**src/rtl/bin_to_seg_conv_if.sv**
```systemverilog
// Handshake bundle between the calculator datapath and the
// binary-to-7-segment converter.
interface bin_to_seg_conv_if #(
  parameter int DATA_W = 12,
  parameter int DIGITS = 4
);
  logic                  start;
  logic [DATA_W-1:0]     data;
  logic [DIGITS-1:0]     dp_mask;
  logic                  busy;
  logic                  done;
  logic                  ovf;
  logic [8*DIGITS-1:0]   code;

  modport master (
    output start,
    output data,
    output dp_mask,
    input  busy,
    input  done,
    input  ovf,
    input  code
  );

  modport slave (
    input  start,
    input  data,
    input  dp_mask,
    output busy,
    output done,
    output ovf,
    output code
  );
endinterface

```
**src/rtl/bin_to_seg_conv.sv**
```systemverilog
// Sequential binary-to-7-segment converter, one double-dabble
// step per clock, with zero blanking, decimal points and overflow.
module bin_to_seg_conv #(
  parameter int DATA_W = 12,
  parameter int DIGITS = 4,
  parameter bit LZB    = 1'b1
) (
  input logic             clk,
  input logic             rst,
  bin_to_seg_conv_if.slave bus
);
  localparam int BW    = 4 * DIGITS;
  localparam int CNT_W = $clog2(DATA_W + 1);
  localparam int CMP_W = (DATA_W + 1 > BW) ? DATA_W + 1 : BW;
  localparam logic [CMP_W-1:0] LIMIT = CMP_W'(10 ** DIGITS);

  typedef enum logic [1:0] {
    IDLE,
    CONV,
    OUT
  } state_t;

  state_t              state_q;
  state_t              state_d;
  logic [DATA_W-1:0]   sh_q;
  logic [BW-1:0]       bcd_q;
  logic [BW-1:0]       bcd_adj;
  logic [DIGITS-1:0]   dp_q;
  logic [CNT_W-1:0]    cnt_q;
  logic                ovfp_q;
  logic                ovf_q;
  logic                done_q;
  logic [8*DIGITS-1:0] code_q;
  logic [8*DIGITS-1:0] code_d;

  function automatic logic [7:0] seg(input logic [3:0] d);
    logic [7:0] s;
    unique case (d)
      4'd0:    s = 8'hfc;
      4'd1:    s = 8'h60;
      4'd2:    s = 8'hda;
      4'd3:    s = 8'hf2;
      4'd4:    s = 8'h66;
      4'd5:    s = 8'hb6;
      4'd6:    s = 8'hbe;
      4'd7:    s = 8'he0;
      4'd8:    s = 8'hfe;
      4'd9:    s = 8'hf6;
      default: s = 8'h00;
    endcase
    return s;
  endfunction

  always_comb begin
    state_d = state_q;
    unique case (state_q)
      IDLE:    if (bus.start) state_d = CONV;
      CONV:    if (cnt_q == CNT_W'(1)) state_d = OUT;
      OUT:     state_d = IDLE;
      default: state_d = IDLE;
    endcase
  end

  always_ff @(posedge clk or posedge rst) begin
    if (rst) state_q <= IDLE;
    else     state_q <= state_d;
  end

  always_comb begin
    bcd_adj = '0;
    for (int i = 0; i < DIGITS; i++) begin
      if (bcd_q[4*i +: 4] >= 4'd5)
        bcd_adj[4*i +: 4] = bcd_q[4*i +: 4] + 4'd3;
      else
        bcd_adj[4*i +: 4] = bcd_q[4*i +: 4];
    end
  end

  // Walk from the top digit down; a digit blanks only while
  // everything above it is also zero.
  always_comb begin : enc
    logic       zero_hi;
    logic       blank;
    logic [3:0] nib;
    logic [7:0] byte_v;
    code_d  = '0;
    zero_hi = 1'b1;
    blank   = 1'b0;
    nib     = '0;
    byte_v  = '0;
    for (int i = DIGITS - 1; i >= 0; i--) begin
      nib     = bcd_q[4*i +: 4];
      zero_hi = zero_hi && (nib == 4'd0);
      blank   = LZB && (i != 0) && zero_hi;
      if (ovfp_q)     byte_v = 8'h02;
      else if (blank) byte_v = 8'h00;
      else            byte_v = seg(nib);
      code_d[8*i +: 8] = byte_v | {7'd0, dp_q[i]};
    end
  end

  always_ff @(posedge clk or posedge rst) begin
    if (rst) begin
      sh_q   <= '0;
      bcd_q  <= '0;
      dp_q   <= '0;
      cnt_q  <= '0;
      ovfp_q <= 1'b0;
      ovf_q  <= 1'b0;
      done_q <= 1'b0;
      code_q <= '0;
    end else begin
      done_q <= 1'b0;
      unique case (state_q)
        IDLE: begin
          if (bus.start) begin
            sh_q   <= bus.data;
            bcd_q  <= '0;
            dp_q   <= bus.dp_mask;
            cnt_q  <= CNT_W'(DATA_W);
            ovfp_q <= CMP_W'(bus.data) >= LIMIT;
          end
        end
        CONV: begin
          bcd_q <= {bcd_adj[BW-2:0], sh_q[DATA_W-1]};
          sh_q  <= sh_q << 1;
          cnt_q <= cnt_q - CNT_W'(1);
        end
        OUT: begin
          code_q <= code_d;
          ovf_q  <= ovfp_q;
          done_q <= 1'b1;
        end
        default: ;
      endcase
    end
  end

  assign bus.busy = (state_q != IDLE);
  assign bus.done = done_q;
  assign bus.ovf  = ovf_q;
  assign bus.code = code_q;
endmodule

```
**src/flat_wrapper.sv**
```systemverilog
// flat-port wrapper written by rule: the top's interface ports become plain ports
module bin_to_seg_conv_flat 
#(
  parameter int DATA_W = 12,
  parameter int DIGITS = 4,
  parameter bit LZB    = 1'b1
)
  (clk, rst, bus_start, bus_data, bus_dp_mask, bus_busy, bus_done, bus_ovf, bus_code);
  bin_to_seg_conv_if #(.DATA_W(DATA_W), .DIGITS(DIGITS)) bus_i ();
  input logic clk;
  input logic rst;
  input wire logic [$bits(bus_i.start)-1:0] bus_start;
  input wire logic [$bits(bus_i.data)-1:0] bus_data;
  input wire logic [$bits(bus_i.dp_mask)-1:0] bus_dp_mask;
  output wire logic [$bits(bus_i.busy)-1:0] bus_busy;
  output wire logic [$bits(bus_i.done)-1:0] bus_done;
  output wire logic [$bits(bus_i.ovf)-1:0] bus_ovf;
  output wire logic [$bits(bus_i.code)-1:0] bus_code;
  assign bus_i.start = bus_start;
  assign bus_i.data = bus_data;
  assign bus_i.dp_mask = bus_dp_mask;
  assign bus_busy = bus_i.busy;
  assign bus_done = bus_i.done;
  assign bus_ovf = bus_i.ovf;
  assign bus_code = bus_i.code;
  bin_to_seg_conv #(.DATA_W(DATA_W), .DIGITS(DIGITS), .LZB(LZB)) u_core (.clk(clk), .rst(rst), .bus(bus_i));
endmodule
```
**config.mk**
```make
export PLATFORM = sky130hd
export DESIGN_NAME = bin_to_seg_conv_flat
export DESIGN_NICKNAME = d
export VERILOG_FILES = /design/src/rtl/bin_to_seg_conv_if.sv /design/src/rtl/bin_to_seg_conv.sv /design/src/flat_wrapper.sv
export SDC_FILE = /design/constraint.sdc
export NUM_CORES = 1
export LEC_CHECK = 0
export CORE_MARGIN = 4
export CORE_UTILIZATION = 71
export CTS_BUF_LIST = sky130_fd_sc_hd__clkbuf_8
export CTS_CLUSTER_DIAMETER = 200
export CTS_CLUSTER_SIZE = 14
export DETAILED_ROUTE_END_ITERATION = 8
export DONT_BUFFER_PORTS = 1
export HOLD_SLACK_MARGIN = 0.06
export PLACE_DENSITY = 0.95
export SYNTH_ARGS = -nofsm -noshare
export SYNTH_HDL_FRONTEND = slang
export SYNTH_SLANG_ARGS = --single-unit
```
**constraint.sdc**
```tcl
create_clock -name clk -period 6 [get_ports clk]
set_input_delay 1.5 -clock clk [delete_from_list [all_inputs] [get_ports clk]]
set_output_delay 1.5 -clock clk [all_outputs]
set_load 0.005 [all_outputs]
```
# == After elaboration in Yosys (flattened, before gate mapping) ==
# Memory sizes are Yosys's and may differ from the RTL's.
# Cells that the tools add are included.
# W data, S select, Z words.
# op_classes
eq_ne,5
n_addsub,5
n_reduce_logical,11
multipliers,0
bitwise_logic,4
n_div,0
muxes,17
shift,0
magnitude_cmp,4
# ops
operator,count
$or A8 B1 Y8,4
$pmux W16 S2,1
$mux W8,3
$pmux W12 S2,1
$ge A4 B3 Y1 const B,4
$mux W16,1
$mux W4,4
$add A4 B2 Y4 const B,3
$logic_not A4 Y1,3
$mux W12,1
$pmux W4 S2,1
$reduce_and A2 Y1,3
$eq A4 B1 Y1 const B,1
$mux W2,2
$pmux W2 S2,1
$reduce_bool A2 Y1,2
$sub A4 B1 Y4 const B,1
$add A3 B2 Y3 const B,1
$mux W3,1
$eq A2 B1 Y1 const B,1
$eq A2 B2 Y1 const B,1
$logic_and A1 B1 Y1,2
$logic_not A2 Y1,1
$ne A2 B1 Y1 const B,1
other kinds (2),2
# totals
inputBits,19
ff_bits,71
latch_bits,0
memories,4
mem_bits_rw,0
out_inout_bits,35
elab_cells,57
romBits,448
# memory_table
name,depth,width,read_ports,rd_clocked_by_memory_dff,write_ports,line_no,rtl
(no name shown),16,7,1,0,0,bin_to_seg_conv.sv:38,unique case (d)
(no name shown),16,7,1,0,0,bin_to_seg_conv.sv:38,
(no name shown),16,7,1,0,0,bin_to_seg_conv.sv:38,
(no name shown),16,7,1,0,0,bin_to_seg_conv.sv:38,

# == Logic depth before layout (Yosys ltp) ==
# Gate-level depths: netlist (run 1).
# logic_depth
word_depth,5
ltp_mapped,7
ltp_nobuf,6

# == Least setup slack after synthesis (run 1) ==
# No wires, ideal clock.
# synth_timing
path_kind,input to register
start,in bus_start
end,reg u_core.dp_q[0]
setup_ns,0.127
required_time_ns,5.873
t_arrival_ns,2.229
n_path_buf,1
slack_ns,3.643
stages,3
cell_sequence,nor3b_4 -> buf_6 -> mux2_1
# synth_between
elab_chain_len,1
# synth_lines
element,line_no,rtl
start: declaration,flat_wrapper.sv:12,input wire logic [$bits(bus_i.start)-1:0] bus_start;
$reduce_and A2 Y1 (no line),n/a,
end signal: assignment,bin_to_seg_conv.sv:119,dp_q <= bus.dp_mask;
end: declaration,bin_to_seg_conv.sv:28,logic [DIGITS-1:0] dp_q;
# No other way between the ends.
# A chain may end at the register's enable or synchronous reset.

# == Worst setup path in the final report (run 1) ==
# layout_timing
start,reg u_core.state_q[1]
end,out bus_busy
# layout_between
elab_chain_len,1
# layout_lines
element,line_no,rtl
start: declaration,bin_to_seg_conv.sv:23,state_t state_q;
start signal: assignment,bin_to_seg_conv.sv:66,else state_q <= state_d;
$reduce_bool A2 Y1,bin_to_seg_conv.sv:139,assign bus.busy = (state_q != IDLE);
end: declaration,flat_wrapper.sv:15,output wire logic [$bits(bus_i.busy)-1:0] bus_busy;
# No other way between the ends.

==> impl_metrics.toml, run 1 <==
[setup_path]
start_kind = "flip-flop"
cpPeakStageDelay_ns = 0.52
path_cells = "or2_2"
cp_top_family = "flip-flops"
required_ns = 4.50
crit_buf_inv = 0
worstSetupPathType = "flip-flop to output port"
worst_setup_path_end_kind = "output port"
cp_slowest_cell = "dfrtp_1"
arrival_ns = 1.24
worst-path-max-fanout = 9

[cts]
cts_sinks = 71
cts_tree = "done"
hold_buffers = 0
numCtsBuffers = 9
ctsResizeCount = 0
cts_setup_buffers = 0
clock_latency_ns = 0.36
clk_pin_slew_ns = 0.07
cts_root_buffer = "clkbuf_8"
clock_path_buffers = 2
cts_max_level = 3

[synth]
ys_seq_elements = 71
synthArstFlopShare_pct = 100
yosysTopAreaCellShare_pct = 46.6
syn_inst = 408
yosys.area.top_type = "dfrtp_1"
yosysSeqAreaShare_pct = 46.6
syn_area_per_cell_um2 = 9.34
synth_edf_count = 0
yosys-top-cells-area = "dfrtp_1 (47%), ha_1 (9.2%), nand2_1 (8.8%)"
synth_cell_types = 47
synth_nets = 455
yosysWarnings = 0
syn-cell-area_um2 = 3810
synth_ff_type = "dfrtp_1"

[drt]
top_layer = "met4"
via_per_inst = 6.11
drt_wl_total_um = 8110
post_drt_wl_per_cell_um = 17.2
route.met2.wl_um = 3940
via_count = 2878
ant_nets = 0
first_pass_iters = 6
dr_wl_met3_um = 623
drcViolationCount = 0
drt_iter0_markers = 281
wl_met1_um = 3350

[power_and_ir_drop]
clock_power_share_pct = 22.1
irDropWorstVdd_mv = 0.445
power_frac_comb_pct = 37.8
p_sw_mw = 0.919
powerDensity_nw_per_um2 = 563
p_sw_share_pct = 40.5
seq_power_share_pct = 40.1
p_int_mw = 1.35
total_power_mw = 2.27
leakage_nw = 1.90

[run_status]
status = "complete, no violations"

[cells_and_area]
seqCellArea_um2 = 1780
drive_gt1_share_pct = 7.98
nNetsFinal = 443
fin_util_pct = 78.4
synthToLayoutAreaGrowth_pct = 5.74
n_antenna_cell = 0
fillCellCount = 329
multiInputGateArea_um2 = 1800

[grt]
grt_use_total_pct = 26.7
antenna_found_initial = 0
grt_max_degree = 72
grt-ovfl-total = 0
grt_pass1_wl_um = 13400
grt_pass1_vias = 2838

[floorplanning]
initial_core_util_pct = 74.2
die_h_um = 81.3
pin_count = 54
die_w_um = 81.3
die-area_um2 = 6610
rows = 26
coreArea_um2 = 5140

[sta]
drv_slew = 0
period_minus_slack_ns = 2.74
finalCritPeriodShare_pct = 45.7
max_freq_mhz = 364
hold_viol = 0
hold-worst-slack_ns = 0.469
setup_viol = 0
fin_skew_ns = 0.00390
grt_setup_unrepaired = "false"
slew_headroom_pct = 21.3
tightest_slew_ns = 1.18
postLayoutSetupSlackWorst_ns = 3.26
fin_setup_tns_ns = 0

[flow_run]
max_cap_violations = 0

[placement]
place.gp.congestion = 0.825
dp_slack_ns = 3.17
port-buffer-count = 0
place_hpwl_um = 5090

[hold_path]
hp-class = "flip-flop to flip-flop"
-- worst paths after layout --
kind | cells past startpoint | start | slack, ns | to
setup / recovery | 1 | u_core.state_q[1] | 3.26 | bus_busy
hold / removal | 2 | u_core.dp_q[1] | 0.47 | u_core.bus.code[8]
setup reg to reg | 3 | u_core.state_q[0] | 3.74 | u_core.bcd_q[7]
hold reg to reg | 2 | u_core.dp_q[1] | 0.47 | u_core.bus.code[8]
max in group asynchronous | 2 | rst | 4.15 | u_core.bcd_q[4]
min in group asynchronous | 2 | rst | 1.28 | u_core.dp_q[3]
-- per-layer routing --
layer	vias up	track usage, %
met4	0	13.9
met2	122	42.3
met1	1376	33.9
met3	21	6.65
met5	-	0
li1	1359	-
-- cells in the mapped netlist (2+ instances only) --
library cell,instances
ha_1,28
nor2b_1,4
buf_6,3
mux2i_1,5
nor3b_1,3
a22o_1,4
o22ai_1,16
mux2_2,4
nand2_1,89
nor2_1,15
inv_1,21
dfrtp_1,71
o21ai_0,33
buf_2,17
o21ai_1,4
a21oi_1,23
xnor2_1,5
mux2_1,4
a31oi_1,3
a22oi_1,12
clkbuf_1,3
nand2b_1,12
buf_4,2
a211oi_1,2
o31ai_1,3
-- state kept, by name, indices dropped and copies added (netlist names) --
signal / flops
u_core.bus.code: 32
u_core.bcd_q: 16
u_core.sh_q: 12
u_core.cnt_q: 4
u_core.dp_q: 4
u_core.state_q: 2
u_core.bus.done: 1
-- per-stage QoR --
step	cells	instance area [um2]
global placement	455	3770
CTS	471	4030
global route	471	4030
finish	471	4030
floorplan	408	3810
detailed placement	455	3770
-- logic make-up (layout without fill, tap and decap cells) --
group / Yosys count / count (layout) / synth area share [%]
flip-flops: 71 / 71 / 46.6
buffers and inverters: 48 / 41 / 6.10
adder cells (fa/ha/maj): 28 / 28 / 9.19
other: 1 / 1 / 0.0984
AND/OR/NAND/NOR: 135 / 135 / 16.3
AO/OA/AOI/OAI: 106 / 106 / 16.6
XOR/XNOR: 6 / 6 / 1.38
multiplexers: 13 / 13 / 3.68
-- cell usage in the layout, fill, tap and decap left out, types with 2 or more instances in the layout --
cell and count:
nand2_1 89, dfrtp_1 71, o21ai_0 33, ha_1 28, a21oi_1 23, inv_1 20, o22ai_1 16, nor2_1 15
a22oi_1 12, nand2b_1 12, clkbuf_8 9, mux2i_1 5, xnor2_1 5, nor2b_1 4, a22o_1 4, mux2_1 4
o21ai_1 4, mux2_2 4, bufinv_16 4, o31ai_1 3, nor3b_1 3, a31oi_1 3, clkinv_2 3, buf_4 3
inv_2 2, a211oi_1 2
-- power groups by stage --
stage | Sequential [mW] | Combinational (mW) | Clock (mW)
global placement | 0.898 | 0.759 | 0
finish | 0.911 | 0.858 | 0.502
floorplan | 0.792 | 0.773 | 0
global route | 0.942 | 0.968 | 0.525
CTS | 0.907 | 0.849 | 0.503
detailed placement | 0.912 | 0.824 | 0
-- area by class of cell --
cell class	instances	share of cell area, %
Tap cell	70	2.17
Timing Repair Buffer	3	0.559
Clock buffer	9	3.07
Sequential cell	71	44.1
Inverter	22	2.05
Multi-Input combinational cell	289	44.7
Clock inverter	7	3.35
(Power assumes the default switching activity.)
==> run 2: changes to the inputs <==
--- a/config.mk
+++ b/config.mk
@@ -6,14 +6,14 @@
 export NUM_CORES = 1
 export LEC_CHECK = 0
 export CORE_MARGIN = 4
-export CORE_UTILIZATION = 71
+export CORE_UTILIZATION = 60
 export CTS_BUF_LIST = sky130_fd_sc_hd__clkbuf_8
 export CTS_CLUSTER_DIAMETER = 200
 export CTS_CLUSTER_SIZE = 14
 export DETAILED_ROUTE_END_ITERATION = 8
 export DONT_BUFFER_PORTS = 1
 export HOLD_SLACK_MARGIN = 0.06
-export PLACE_DENSITY = 0.95
+export PLACE_DENSITY = 0.87
 export SYNTH_ARGS = -nofsm -noshare
 export SYNTH_HDL_FRONTEND = slang
 export SYNTH_SLANG_ARGS = --single-unit
==> constraint.sdc (replaced) <==
create_clock -name clk -period 2.4 [get_ports clk]
set_input_delay 0.6 -clock clk [delete_from_list [all_inputs] [get_ports clk]]
set_output_delay 0.6 -clock clk [all_outputs]
set_load 0.005 [all_outputs]
==> impl_metrics.toml, run 2 (synthesized netlist as in run 1, its figures left out) <==
[run_status]
status = "complete, no violations"

[power_and_ir_drop]
clock_power_share_pct = 15.8
p_sw_mw = 2.10
p_sw_share_pct = 41.0
seq_power_share_pct = 43.9
leakage_nw = 1.88
power_frac_comb_pct = 40.3
irDropWorstVdd_mv = 0.647
powerDensity_nw_per_um2 = 1290
p_int_mw = 3.02

[setup_path]
path_cells = "or2_2"
cpPeakStageDelay_ns = 0.51
worst_setup_path_end_kind = "output port"
arrival_ns = 1.23
cp_slowest_cell = "dfrtp_1"
required_ns = 1.80
worstSetupPathType = "flip-flop to output port"
crit_buf_inv = 0
start_kind = "flip-flop"
cp_top_family = "flip-flops"
worst-path-max-fanout = 9

[placement]
dp_slack_ns = 0.595
place.gp.congestion = 0.958
place_hpwl_um = 4910
port-buffer-count = 0

[cts]
numCtsBuffers = 9
clock_latency_ns = 0.34
clock_path_buffers = 2
clk_pin_slew_ns = 0.07
cts_root_buffer = "clkbuf_8"
hold_buffers = 0
ctsResizeCount = 0
cts_tree = "done"
cts_max_level = 3
cts_sinks = 71
cts_setup_buffers = 0

[cells_and_area]
fin_util_pct = 65.9
fillCellCount = 506
synthToLayoutAreaGrowth_pct = 4.14
n_antenna_cell = 0
drive_gt1_share_pct = 7.48
layout_common_cells = "nand2_1 (89), dfrtp_1 (71), o21ai_0 (33)"
layout_commonest_cell = "nand2_1"
nNetsFinal = 445
largest_reg_flops = 32

[sta]
drv_slew = 0
fin_setup_tns_ns = 0
setup_viol = 0
postLayoutSetupSlackWorst_ns = 0.572
hold_viol = 0
hold-worst-slack_ns = 0.212
finalCritPeriodShare_pct = 76.2
period_minus_slack_ns = 1.83
max_freq_mhz = 547
grt_setup_unrepaired = "false"
fin_skew_ns = 0.00600

[floorplanning]
pin_count = 54
die_h_um = 87.7
die-area_um2 = 7690
initial_core_util_pct = 63.3
rows = 28
die_w_um = 87.7
coreArea_um2 = 6030

[drt]
first_pass_iters = 4
drt_iter0_markers = 190
via_per_inst = 5.76
drcViolationCount = 0
post_drt_wl_per_cell_um = 15.1
drt_wl_total_um = 7170
via_count = 2742
ant_nets = 0

[grt]
grt_pass1_wl_um = 12100
antenna_found_initial = 0
grt-ovfl-total = 0
grt_max_degree = 72
grt_use_total_pct = 19.8
grt_pass1_vias = 2669

[hold_path]
hp-class = "input pin to asynchronous set/reset pin"

[flow_run]
max_cap_violations = 0
## run 2: cell types whose count changed in the layout (fill, tap and decap cells not counted)
cell and delta:
inv_1 +2, clkbuf_8 +2, buf_12 +1, buf_4 +1, clkinv_2 -2, bufinv_16 -4
## run 2: per-layer routing
layer  wire length [um]  global-route usage [%]  vias to the layer above
met5                  0                       0                        -
met4                 49                    7.53                        0
met3                400                    5.55                        5
met2               3470                    32.8                       66
met1               3250                    24.7                     1314
li1                   -                       -                     1357
## run 2: cell type report
| cell class | instances | area (um2) | area share, % |
|---|---|---|---|
| clock inverter | 3 | 12.5 | 0.315 |
| timing repair buffer | 5 | 50.0 | 1.26 |
| clock buffer | 11 | 151 | 3.81 |
| inverter | 22 | 82.6 | 2.08 |
| sequential | 71 | 1780 | 44.8 |
| tap | 75 | 93.8 | 2.36 |
| multi-input combinational | 289 | 1800 | 45.4 |
## run 2: per-stage QoR
stage	std cells	power, mW	cell area (um2)
floorplan	408	3.91	3810
global placement	462	4.21	3810
detailed placement	462	4.32	3810
CTS	476	5.14	3970
global route	476	5.58	3970
finish	476	5.11	3970
## run 2: power by group through the flow
stage                     clock network, mW  registers, mW  logic [mW]
after detailed placement                  0           2.27        2.05
final                                 0.810           2.24        2.06
after floorplan                           0           1.98        1.93
after global routing                  0.876           2.33        2.37
after CTS                             0.828           2.25        2.07
after global placement                    0           2.24        1.97
## run 2: final timing paths
| kind | start | endpoint | slack, ns | depth (start not counted) |
|---|---|---|---|---|
| min in group clk | bus_data[8] | u_core.sh_q[8] | 0.38 | 2 |
| min | rst | u_core.sh_q[2] | 0.21 | 2 |
| max reg2reg | u_core.bcd_q[9] | u_core.bcd_q[10] | 0.58 | 6 |
| min reg2reg | u_core.dp_q[1] | u_core.bus.code[8] | 0.47 | 2 |
| max | u_core.state_q[1] | bus_busy | 0.57 | 1 |
| max in group asynchronous | rst | u_core.bus.code[23] | 1.90 | 2 |
==> run 3: changes to the inputs <==
==> constraint.sdc (replaced) <==
create_clock -name clk -period 1.6 [get_ports clk]
set_input_delay 0.4 -clock clk [delete_from_list [all_inputs] [get_ports clk]]
set_output_delay 0.4 -clock clk [all_outputs]
set_load 0.005 [all_outputs]
==> impl_metrics.toml, run 3 (synthesized netlist as in run 1, its figures left out) <==
[setup_path]
crit_buf_inv = 1
r2r_slack_ns = 0.01
path_cells = "inv_2, ha_4, and4bb_2, and4_4, nand3b_1, o21ai_1"
cp_top_family = "simple AND/OR/NAND/NOR gates"
arrival_ns = 1.81
required_ns = 1.82
worst_setup_path_end_kind = "flip-flop"
cp_slowest_cell = "dfrtp_1"
worst-path-max-fanout = 4
worstSetupPathType = "flip-flop to flip-flop"
start_kind = "flip-flop"
cpPeakStageDelay_ns = 0.43

[hold_path]
hp-class = "input pin to flip-flop"

[sta]
setup_viol = 0
max_freq_mhz = 630
hold_viol = 0
postLayoutSetupSlackWorst_ns = 0.0118
finalCritPeriodShare_pct = 99.3
grt_setup_unrepaired = "true"
fin_skew_ns = 0.0104
period_minus_slack_ns = 1.59
drv_slew = 0

[drt]
first_pass_iters = 5
drt_wl_total_um = 7880
via_per_inst = 5.75
via_count = 2902
drcViolationCount = 0
ant_nets = 0
drt_iter0_markers = 210
post_drt_wl_per_cell_um = 15.6

[cells_and_area]
final_cells = 505
largest_reg_flops = 32
drive_gt1_share_pct = 18.4
layout_commonest_cell = "nand2_1"
layout_common_cells = "nand2_1 (89), dfrtp_1 (68), o21ai_0 (29), buf_4 (29), ha_1 (22)"
nNetsFinal = 472
synthToLayoutAreaGrowth_pct = 12.8
n_antenna_cell = 0

[placement]
dp_slack_ns = -0.0141
dp.cells = 482
place.gp.congestion = 0.943
port-buffer-count = 0
place_hpwl_um = 5320

[floorplanning]
coreArea_um2 = 6030
die-area_um2 = 7690
die_h_um = 87.7
pin_count = 54
initial_core_util_pct = 63.3
die_w_um = 87.7
rows = 28

[power_and_ir_drop]
leakage_nw = 2.01
powerDensity_nw_per_um2 = 1990
irDropWorstVdd_mv = 1.07
total_power_mw = 8.55

[flow_run]
max_cap_violations = 0

[cts]
clk_pin_slew_ns = 0.07
numCtsBuffers = 9
cts_sinks = 71
clock_latency_ns = 0.34
cts_root_buffer = "clkbuf_8"
cts_tree = "done"
clock_path_buffers = 2
cts_max_level = 3

[grt]
grt_max_degree = 72
grt_use_total_pct = 22.0
grt_pass1_wl_um = 13200
antenna_found_initial = 0
grt-ovfl-total = 0
grt_pass1_vias = 2830

[run_status]
status = "complete, no violations"
run 3: where the power goes:
group	switching, mW	internal [mW]	total [mW]
Sequential	0.666	2.52	3.19
Combinational	2.19	1.90	4.08
Clock	0.645	0.631	1.28
Total	3.50	5.05	8.55
run 3: routing by layer:
| metal | GRT usage, % | vias to the layer above | wire length [um] |
|---|---|---|---|
| met5 | 0 | - | 0 |
| met4 | 8.51 | 0 | 170 |
| met3 | 4.42 | 15 | 406 |
| met2 | 37.1 | 82 | 3940 |
| met1 | 27.8 | 1382 | 3370 |
| li1 | - | 1423 | - |
run 3: what timing repair did:
item	4_1_cts	5_1_grt
hold buffers	1	0
resized for setup	3	26
endpoints found under the hold margin	71	0
setup endpoints to repair	5	16
buffers inserted	2	4
pin swaps	1	7
gates cloned	0	0
run 3: layout make-up:
cell class | count | area [um2]
clock inverter | 5 | 25.0
multi-input combinational | 289 | 1890
timing repair buffer | 32 | 268
sequential | 71 | 1780
fill | 426 | 1730
inverter | 22 | 87.6
clock buffer | 11 | 151
tap | 75 | 93.8
run 3: final timing paths:
kind                                      start             endpoint  cells after the start
worst max-delay path            u_core.bcd_q[8]  u_core.bus.code[10]                      6
worst max register to register  u_core.bcd_q[8]  u_core.bus.code[10]                      6
worst min-delay path                bus_data[8]       u_core.sh_q[8]                      2
min in group asynchronous                   rst   u_core.bus.code[8]                      3
worst min register to register   u_core.dp_q[3]  u_core.bus.code[24]                      2
max in group asynchronous                   rst      u_core.bcd_q[0]                      3
run 3: stage by stage:
stage,cell area (um2),hold slack [ns],util [%],TNS (ns)
detailed placement,3980,0.403,66.1,-0.0141
floorplan,3830,0.432,-,0
CTS,4190,0.178,69.5,-0.00434
finish,4300,0.193,71.4,0
global placement,3980,0.399,66.1,0
global route,4300,0.174,71.4,-0.168
